**config.mk**
```make
export PLATFORM = sky130hd
export DESIGN_NAME = phy_tx_framer
export DESIGN_NICKNAME = d
export VERILOG_FILES = /design/src/rtl/phy_tx_framer.sv
export SDC_FILE = /design/constraint.sdc
export NUM_CORES = 1
export LEC_CHECK = 0
export CAP_MARGIN = 15
export CORE_ASPECT_RATIO = 1.75
export CORE_MARGIN = 1.5
export CORE_UTILIZATION = 30
export DETAILED_ROUTE_END_ITERATION = 10
export DONT_BUFFER_PORTS = 1
export REMOVE_ABC_BUFFERS = 1
export SLEW_MARGIN = 20
export SYNTH_ARGS = -nofsm -noshare
export SYNTH_HDL_FRONTEND = slang
export SYNTH_SLANG_ARGS = --single-unit
export TNS_END_PERCENT = 20
```
**constraint.sdc**
```tcl
create_clock -name i_clk_div_in -period 2.3 [get_ports i_clk_div_in]
set_clock_uncertainty 0.05 [all_clocks]
set_input_delay 0.46 -clock i_clk_div_in [delete_from_list [all_inputs] [get_ports i_clk_div_in]]
set_output_delay 0.46 -clock i_clk_div_in [all_outputs]
set_load 0.02 [all_outputs]
```
**src/rtl/phy_tx_framer.sv**
```systemverilog
`default_nettype none
// ============================================================================
// Module   : phy_tx_framer
// Purpose  : Frames 32-bit payload words into a byte stream for an 8:1 DDR
//            output serializer (CLKDIV domain). Inserts SOF/EOF, FILL on
//            mid-frame underrun, IDLE between frames and a training pattern
//            after reset or on request.
// Revision : 1.0 - initial release
// ============================================================================
module phy_tx_framer #(
  parameter int         DATA_WIDTH    = 8,
  parameter int         TRAIN_CYCLES  = 64,
  parameter logic [7:0] TRAIN_PATTERN = 8'hB5,
  parameter logic [7:0] SOF_BYTE      = 8'hBC,
  parameter logic [7:0] EOF_BYTE      = 8'hFD,
  parameter logic [7:0] FILL_BYTE     = 8'h7C,
  parameter logic [7:0] IDLE_BYTE     = 8'h00,
  parameter int         CNT_WIDTH     = 16
) (
  input  logic                  i_clk_div_in,
  input  logic                  i_reset_n,
  input  logic                  i_train_req,
  input  logic                  i_s_valid,
  output logic                  o_s_ready,
  input  logic [31:0]           i_s_data,
  input  logic                  i_s_last,
  output logic [DATA_WIDTH-1:0] o_data_to_phy,
  output logic                  o_link_trained,
  output logic [CNT_WIDTH-1:0]  o_frame_cnt
);

  // Training counter must hold values 0..TRAIN_CYCLES-1.
  localparam int            c_TCW        = (TRAIN_CYCLES > 1) ? $clog2(TRAIN_CYCLES) : 1;
  localparam logic [c_TCW-1:0] c_TRAIN_LAST = c_TCW'(TRAIN_CYCLES - 1);

  typedef enum logic [2:0] {
    ST_TRAIN = 3'd0,
    ST_IDLE  = 3'd1,
    ST_SOF   = 3'd2,
    ST_DATA  = 3'd3,
    ST_WAIT  = 3'd4,
    ST_EOF   = 3'd5
  } state_t;

  state_t                r_state;
  logic [c_TCW-1:0]      r_train_cnt;
  logic [31:0]           r_shreg;
  logic [1:0]            r_byte_idx;
  logic                  r_last;
  logic [DATA_WIDTH-1:0] r_data;
  logic                  r_link_trained;
  logic [CNT_WIDTH-1:0]  r_frame_cnt;
  logic [7:0]            w_cur_byte;

  // Select the payload byte currently addressed in the shift register (LSB first).
  always_comb begin
    w_cur_byte = r_shreg[7:0];
    case (r_byte_idx)
      2'd0:    w_cur_byte = r_shreg[7:0];
      2'd1:    w_cur_byte = r_shreg[15:8];
      2'd2:    w_cur_byte = r_shreg[23:16];
      default: w_cur_byte = r_shreg[31:24];
    endcase
  end

  // Ready depends on registered state only, never on i_s_valid.
  assign o_s_ready = (r_state == ST_SOF) || (r_state == ST_WAIT) ||
                     ((r_state == ST_DATA) && (r_byte_idx == 2'd3) && !r_last);

  // Framer state machine with registered byte output, training flag and frame counter.
  always_ff @(posedge i_clk_div_in or negedge i_reset_n) begin
    if (!i_reset_n) begin
      r_state        <= ST_TRAIN;
      r_train_cnt    <= '0;
      r_shreg        <= '0;
      r_byte_idx     <= '0;
      r_last         <= 1'b0;
      r_data         <= '0;
      r_link_trained <= 1'b0;
      r_frame_cnt    <= '0;
    end else begin
      case (r_state)
        ST_TRAIN: begin
          r_data <= TRAIN_PATTERN;
          if (r_train_cnt == c_TRAIN_LAST) begin
            r_train_cnt <= '0;
            r_state     <= ST_IDLE;
            // An aborting request means this run did not complete.
            if (!i_train_req) r_link_trained <= 1'b1;
          end else begin
            r_train_cnt <= r_train_cnt + 1'b1;
          end
        end
        ST_IDLE: begin
          r_data <= IDLE_BYTE;
          if (i_s_valid) r_state <= ST_SOF;
        end
        ST_SOF: begin
          r_data <= SOF_BYTE;
          if (i_s_valid) begin
            r_shreg    <= i_s_data;
            r_last     <= i_s_last;
            r_byte_idx <= 2'd0;
            r_state    <= ST_DATA;
          end else begin
            r_state <= ST_WAIT;
          end
        end
        ST_DATA: begin
          r_data <= w_cur_byte;
          if (r_byte_idx != 2'd3) begin
            r_byte_idx <= r_byte_idx + 2'd1;
          end else if (r_last) begin
            r_state <= ST_EOF;
          end else if (i_s_valid) begin
            // Back-to-back word: no gap between the two words on the wire.
            r_shreg    <= i_s_data;
            r_last     <= i_s_last;
            r_byte_idx <= 2'd0;
          end else begin
            r_state <= ST_WAIT;
          end
        end
        ST_WAIT: begin
          r_data <= FILL_BYTE;
          if (i_s_valid) begin
            r_shreg    <= i_s_data;
            r_last     <= i_s_last;
            r_byte_idx <= 2'd0;
            r_state    <= ST_DATA;
          end
        end
        ST_EOF: begin
          r_data  <= EOF_BYTE;
          r_state <= ST_IDLE;
          // A frame aborted by a training request is not counted.
          if (!i_train_req) r_frame_cnt <= r_frame_cnt + 1'b1;
        end
        default: begin
          r_data  <= IDLE_BYTE;
          r_state <= ST_IDLE;
        end
      endcase

      // Training request overrides every other transition.
      if (i_train_req) begin
        r_state     <= ST_TRAIN;
        r_train_cnt <= '0;
      end
    end
  end

  assign o_data_to_phy  = r_data;
  assign o_link_trained = r_link_trained;
  assign o_frame_cnt    = r_frame_cnt;

endmodule
`default_nettype wire

```
# Word-level counts from Yosys, hierarchy flattened
# Index checks and enable logic that the tools add are counted.
[classes]
reduce_logical = 16
bitwise_logic = 1
eq_ne = 19
add_sub_neg = 3
mux = 27
[op_table]
columns = ["op", "count"]
rows = [
  ["$mux 32", 3],
  ["$pmux 32 s2", 1],
  ["$pmux 8 s5", 1],
  ["$mux 3", 8],
  ["$pmux 8 s3", 1],
  ["$mux 6", 3],
  ["$add 16x1->16 const B", 1],
  ["$pmux 3 s5", 1],
  ["$ne 3x3->1 const B", 4],
  ["$reduce_and 3->1", 3],
  ["$add 6x1->6 const B", 1],
  ["$eq 3x2->1 const B", 2],
  ["$eq 3x3->1 const B", 2],
  ["$eq 6x6->1 const B", 1],
  ["$mux 2", 3],
  ["$ne 2x2->1 const B", 3],
  ["$reduce_and 5->1", 1],
  ["$eq 2x2->1 const B", 2],
  ["$mux 1", 4],
  ["$ne 4x4->1 const B", 1],
  ["$pmux 2 s2", 1],
  ["$reduce_and 2->1", 2],
  ["$reduce_bool 2->1", 2],
  ["$eq 3x1->1 const B", 1],
  ["12 further kinds", 14],
]
[word_totals]
regBits = 69
elab_cells = 74

# Logic depth before layout (Yosys ltp)
[depth]
word_depth = 5
mapped_depth = 7
ltp_nobuf = 6

# Worst setup path before layout
# Ideal clock, no wire load.
[synth_timing]
kind = "register -> register"
startpoint = "reg r_byte_idx[0]"
endpoint = "reg r_shreg[0]"
t_arrival_ns = 1.485
setup_time_ns = 0.125
setup_slack_ns = 0.640
synth_period_minus_slack_ns = 1.660
n_path_buf = 1
stages_incl_launch_ff = 7
cell_sequence = "dfrtp_1 ha_1 nand2b_1 a21oi_2 o21ai_2 buf_6 mux2_4"
[synth_between]
elab_chain_cells = 3
[synth_lines]
columns = ["element", "line_no", "rtl"]
rows = [
  ["start: declaration", "48", "logic [1:0] r_byte_idx;"],
  ["start signal: assignment", "112", "r_byte_idx <= r_byte_idx + 2'd1;"],
  ["$ne 2x2->1", "111", "if (r_byte_idx != 2'd3) begin"],
  ["$ne 2x2->1 (no source line)", "-", ""],
  ["$reduce_and 3->1 (no source line)", "-", ""],
  ["end signal: assignment", "101", "r_shreg <= i_s_data;"],
  ["end signal: assignment", "117", "r_shreg <= i_s_data;"],
  ["end signal: assignment", "127", "r_shreg <= i_s_data;"],
  ["end: declaration", "47", "logic [31:0] r_shreg;"],
]
# No other way between the ends.
# A chain may end at the register's enable or synchronous reset.

# Worst setup path in the final report
[layout_timing]
startpoint = "reg r_state[0]"
endpoint = "out o_s_ready"
[layout_between]
elab_chain_cells = 4
word_cells_on_any_way = 7
classes_between = "3 x eq/ne; 4 x reduce/logical"
[layout_lines]
columns = ["element", "line_no", "rtl"]
rows = [
  ["start: declaration", "45", "state_t r_state;"],
  ["start signal: assignment", "73", "r_state <= ST_TRAIN;"],
  ["start signal: assignment", "87", "r_state <= ST_IDLE;"],
  ["start signal: assignment", "96", "if (i_s_valid) r_state <= ST_SOF;"],
  ["$eq 3x2->1", "68", "((r_state == ST_DATA) && (r_byte_idx == 2'd3) && !r_last);"],
  ["$logic_and 1x1->1 (2 in series)", "68", ""],
  ["$logic_or 1x1->1 *", "67", "assign o_s_ready = (r_state == ST_SOF) || (r_state == ST_WAIT) ||"],
  ["end: declaration", "24", "output logic o_s_ready,"],
]
# Mark *: on every way between the ends. The rest lies on a longest branch, timed or not.

==> results.yml <==
final_layout:
  fin_util_pct: 35.6
  layout_common_cells: "dfrtp_1 (69), mux2_4 (30), nand2_1 (26), nor2_1 (21), a21oi_1 (17)"
  syn_to_final_growth_pct: 15.2
  nNetsFinal: 323
  layout_commonest_cell: "dfrtp_1"
  layoutNonFillerInstCount: 415
  n_antenna_cell: 0
  drive_above_1_share_pct: 23.2
route:
  wl_mm: 6.81
  via_per_inst: 5.02
  postRouteAntennaNets: 0
  num_vias: 2082
  drtIter0Drc: 68
  wire_per_inst_um: 16.4
  dr.pass1.iters: 5
  drc: 0
synthesis:
  ys_warn_count: 0
  ys_types: 46
  ys_ff_latch: 69
  syn_area_per_cell_um2: 12.0
  yosysSeqAreaShare_pct: 51.9
  synthCells: 277
  syn_area_mm2: 0.00333
clock_tree:
  clk_pin_slew_ns: 0.06
  clkSinkCount: 69
  root_buffer: "clkbuf_16"
  cts_tree: "done"
  cts.htree.levels: 3
  clk_latency_ns: 0.32
  clockBufferDepth: 2
  cts_resized: 0
  numCtsBuffers: 9
setup_path:
  critPathLaunchType: "flop"
  required_ns: 1.79
  critPathMaxFanout: 18
  crit-reg2reg-launch: "r_state[0]"
  critPathMaxStageDelay_ns: 0.76
  r2r-end: "r_shreg[8]"
  r2r_slack_ns: 0.37
  cp_num_buf_inv: 0
  cp_top_family: "flip-flops"
  cp-end-kind: "primary output"
  cp_cell_sequence: "nor3b_2 > or2_2"
  reg2reg_depth: 4
  path_class: "flop to primary output"
  crit_arrival_ns: 1.65
  worst_path_max_delay_cell: "dfrtp_1"
power:
  peakVddDrop_uv: 424
  p_switching_mw: 0.690
  power_frac_comb_pct: 8.2
  p_leak_nw: 1.83
  switching_share_pct: 21.2
  p_int_mw: 2.56
  p_seq_share_pct: 43.0
  p_clk_share_pct: 48.8
  p_per_area_mw_per_mm2: 847
sta:
  rsz0062_at_grt: "no"
  timing.final.crit_share_pct: 93.9
  setup_slack_ns: 0.140
  slew_headroom_pct: 56.1
  setup_viol: 0
  fmax_mhz: 463
  hold_violations: 0
  worst_pin_slew_ns: 0.658
  slew_viol_final: 0
  timing.final.crit_period_ns: 2.16
die:
  rows: 50
  die_h_um: 142
  core_area_mm2: 0.0108
  die_w_um: 82.6
  die-area_mm2: 0.0118
  initial_core_util_pct: 30.9
  ios: 63
global_route:
  grt_pass1_wl_mm: 11.3
  overflow: 0
  antenna_found_initial: 0
  grt_max_degree: 70
  grt_pass1_vias: 2221
  track_usage_pct: 12.9
placed_design:
  io_buffers: 0
  dp_slack_ns: 0.356
  placed_cells: 397
  gp_congestion: 0.806
  hpwl_mm: 5.09
run_status:
  status: "complete, no violations"
hold_path:
  worstHoldEndpoint: "r_train_cnt[0]"
  min_from: "i_train_req"
  hold_path_depth: 1
  min_path_type: "input port to flop"
job:
  drv_cap: 0
[layout make-up]
type                    count  area [µm²]
inverters                   8        30.0
fillers                  1069        6930
repair buffers              6        80.1
flip-flops and latches     69        1730
multi-input cells         186        1490
clock inverters             7         123
well taps                 130         163
clock buffers               9         225
[stage by stage]
step	hold WS, ns	instance area (µm²)	TNS (ns)	power [mW]
floorplan	0.114	3240	-17.50	1.60
global placement	0.118	3450	0	1.64
detailed placement	0.118	3450	0	1.66
CTS	0.127	3830	0	3.30
global route	0.124	3830	0	3.38
finish	0.141	3830	0	3.25
[flip-flops by register name, summed over array words and instances, names as in the netlist]
name	count
o_frame_cnt	16
r_byte_idx	2
o_data_to_phy	8
r_shreg	32
r_last	1
r_state	3
r_train_cnt	6
o_link_trained	1
[metal layers]
| metal | up-vias | routed length [µm] | global-route usage (%) |
|---|---|---|---|
| met1 | 1047 | 2510 | 14.2 |
| li1 | 981 | - | - |
| met4 | 0 | 142 | 5.53 |
| met3 | 9 | 377 | 3.97 |
| met2 | 45 | 3780 | 22.2 |
| met5 | - | 0 | 0 |
[kinds of logic (layout without fill, tap and decap cells)]
group                    count (synthesis)  after routing  share of synthesized area [%]
AO/OA/AOI/OAI                           50             50                           9.81
XOR/XNOR                                18             18                           4.74
adder cells (fa/ha/maj)                  6              6                           2.26
buffers and inverters                   22             30                           3.68
flip-flops                              69             69                           51.9
multiplexers                            33             33                           14.5
AND/OR/NAND/NOR                         79             79                           13.1
[worst max-delay path by stage]
stage,startpoint,endpoint,cells past startpoint
2_1_floorplan,r_byte_idx[0],r_shreg[7],5
5_1_grt,r_state[0],o_s_ready,2
4_1_cts,r_state[0],o_s_ready,2
3_5_place_dp,r_state[0],r_shreg[8],4
3_3_place_gp,r_state[0],r_shreg[8],4
6_report,r_state[0],o_s_ready,2
[synthesized netlist by cell type, drive strengths merged]
cell type | n | area, µm²
a221oi | 1 | 8.76
a32o | 1 | 10.0
o2111ai | 1 | 8.76
clkbuf | 5 | 18.8
xor2 | 7 | 61.3
and4 | 1 | 8.76
nand4 | 2 | 18.8
a222oi | 7 | 70.1
o311a | 1 | 10.0
nand2b | 3 | 21.3
inv | 8 | 30.0
o22ai | 3 | 18.8
ha | 6 | 75.1
nor3 | 3 | 20.0
or3 | 2 | 12.5
xnor2 | 11 | 96.3
o31ai | 1 | 7.51
nand2 | 26 | 97.6
a21o | 2 | 15.0
nor3b | 1 | 12.5
nor2 | 21 | 78.8
nand4bb | 1 | 27.5
and3 | 4 | 25.0
buf | 9 | 73.8
nand3 | 7 | 35.0
or2 | 2 | 12.5
dfrtp | 69 | 1730
o21ai | 13 | 68.8
nand3b | 2 | 18.8
nor2b | 2 | 12.5
a31oi | 1 | 6.26
mux2 | 33 | 484
a22o | 1 | 8.76
a21oi | 18 | 93.8
nor4 | 2 | 33.8
[power by group through the flow]
| stage | combinational, mW | sequential (mW) | clock, mW |
|---|---|---|---|
| 2_1_floorplan | 0.211 | 1.39 | 0 |
| 3_3_place_gp | 0.232 | 1.41 | 0 |
| 3_5_place_dp | 0.239 | 1.42 | 0 |
| 4_1_cts | 0.273 | 1.40 | 1.63 |
| 5_1_grt | 0.297 | 1.41 | 1.68 |
| 6_report | 0.267 | 1.40 | 1.58 |
[timing repair]
action	in CTS	in global routing
hold endpoints to repair	69	0
hold buffers	2	0
buffers inserted	0	0
Power figures use the tool's default switching activity.
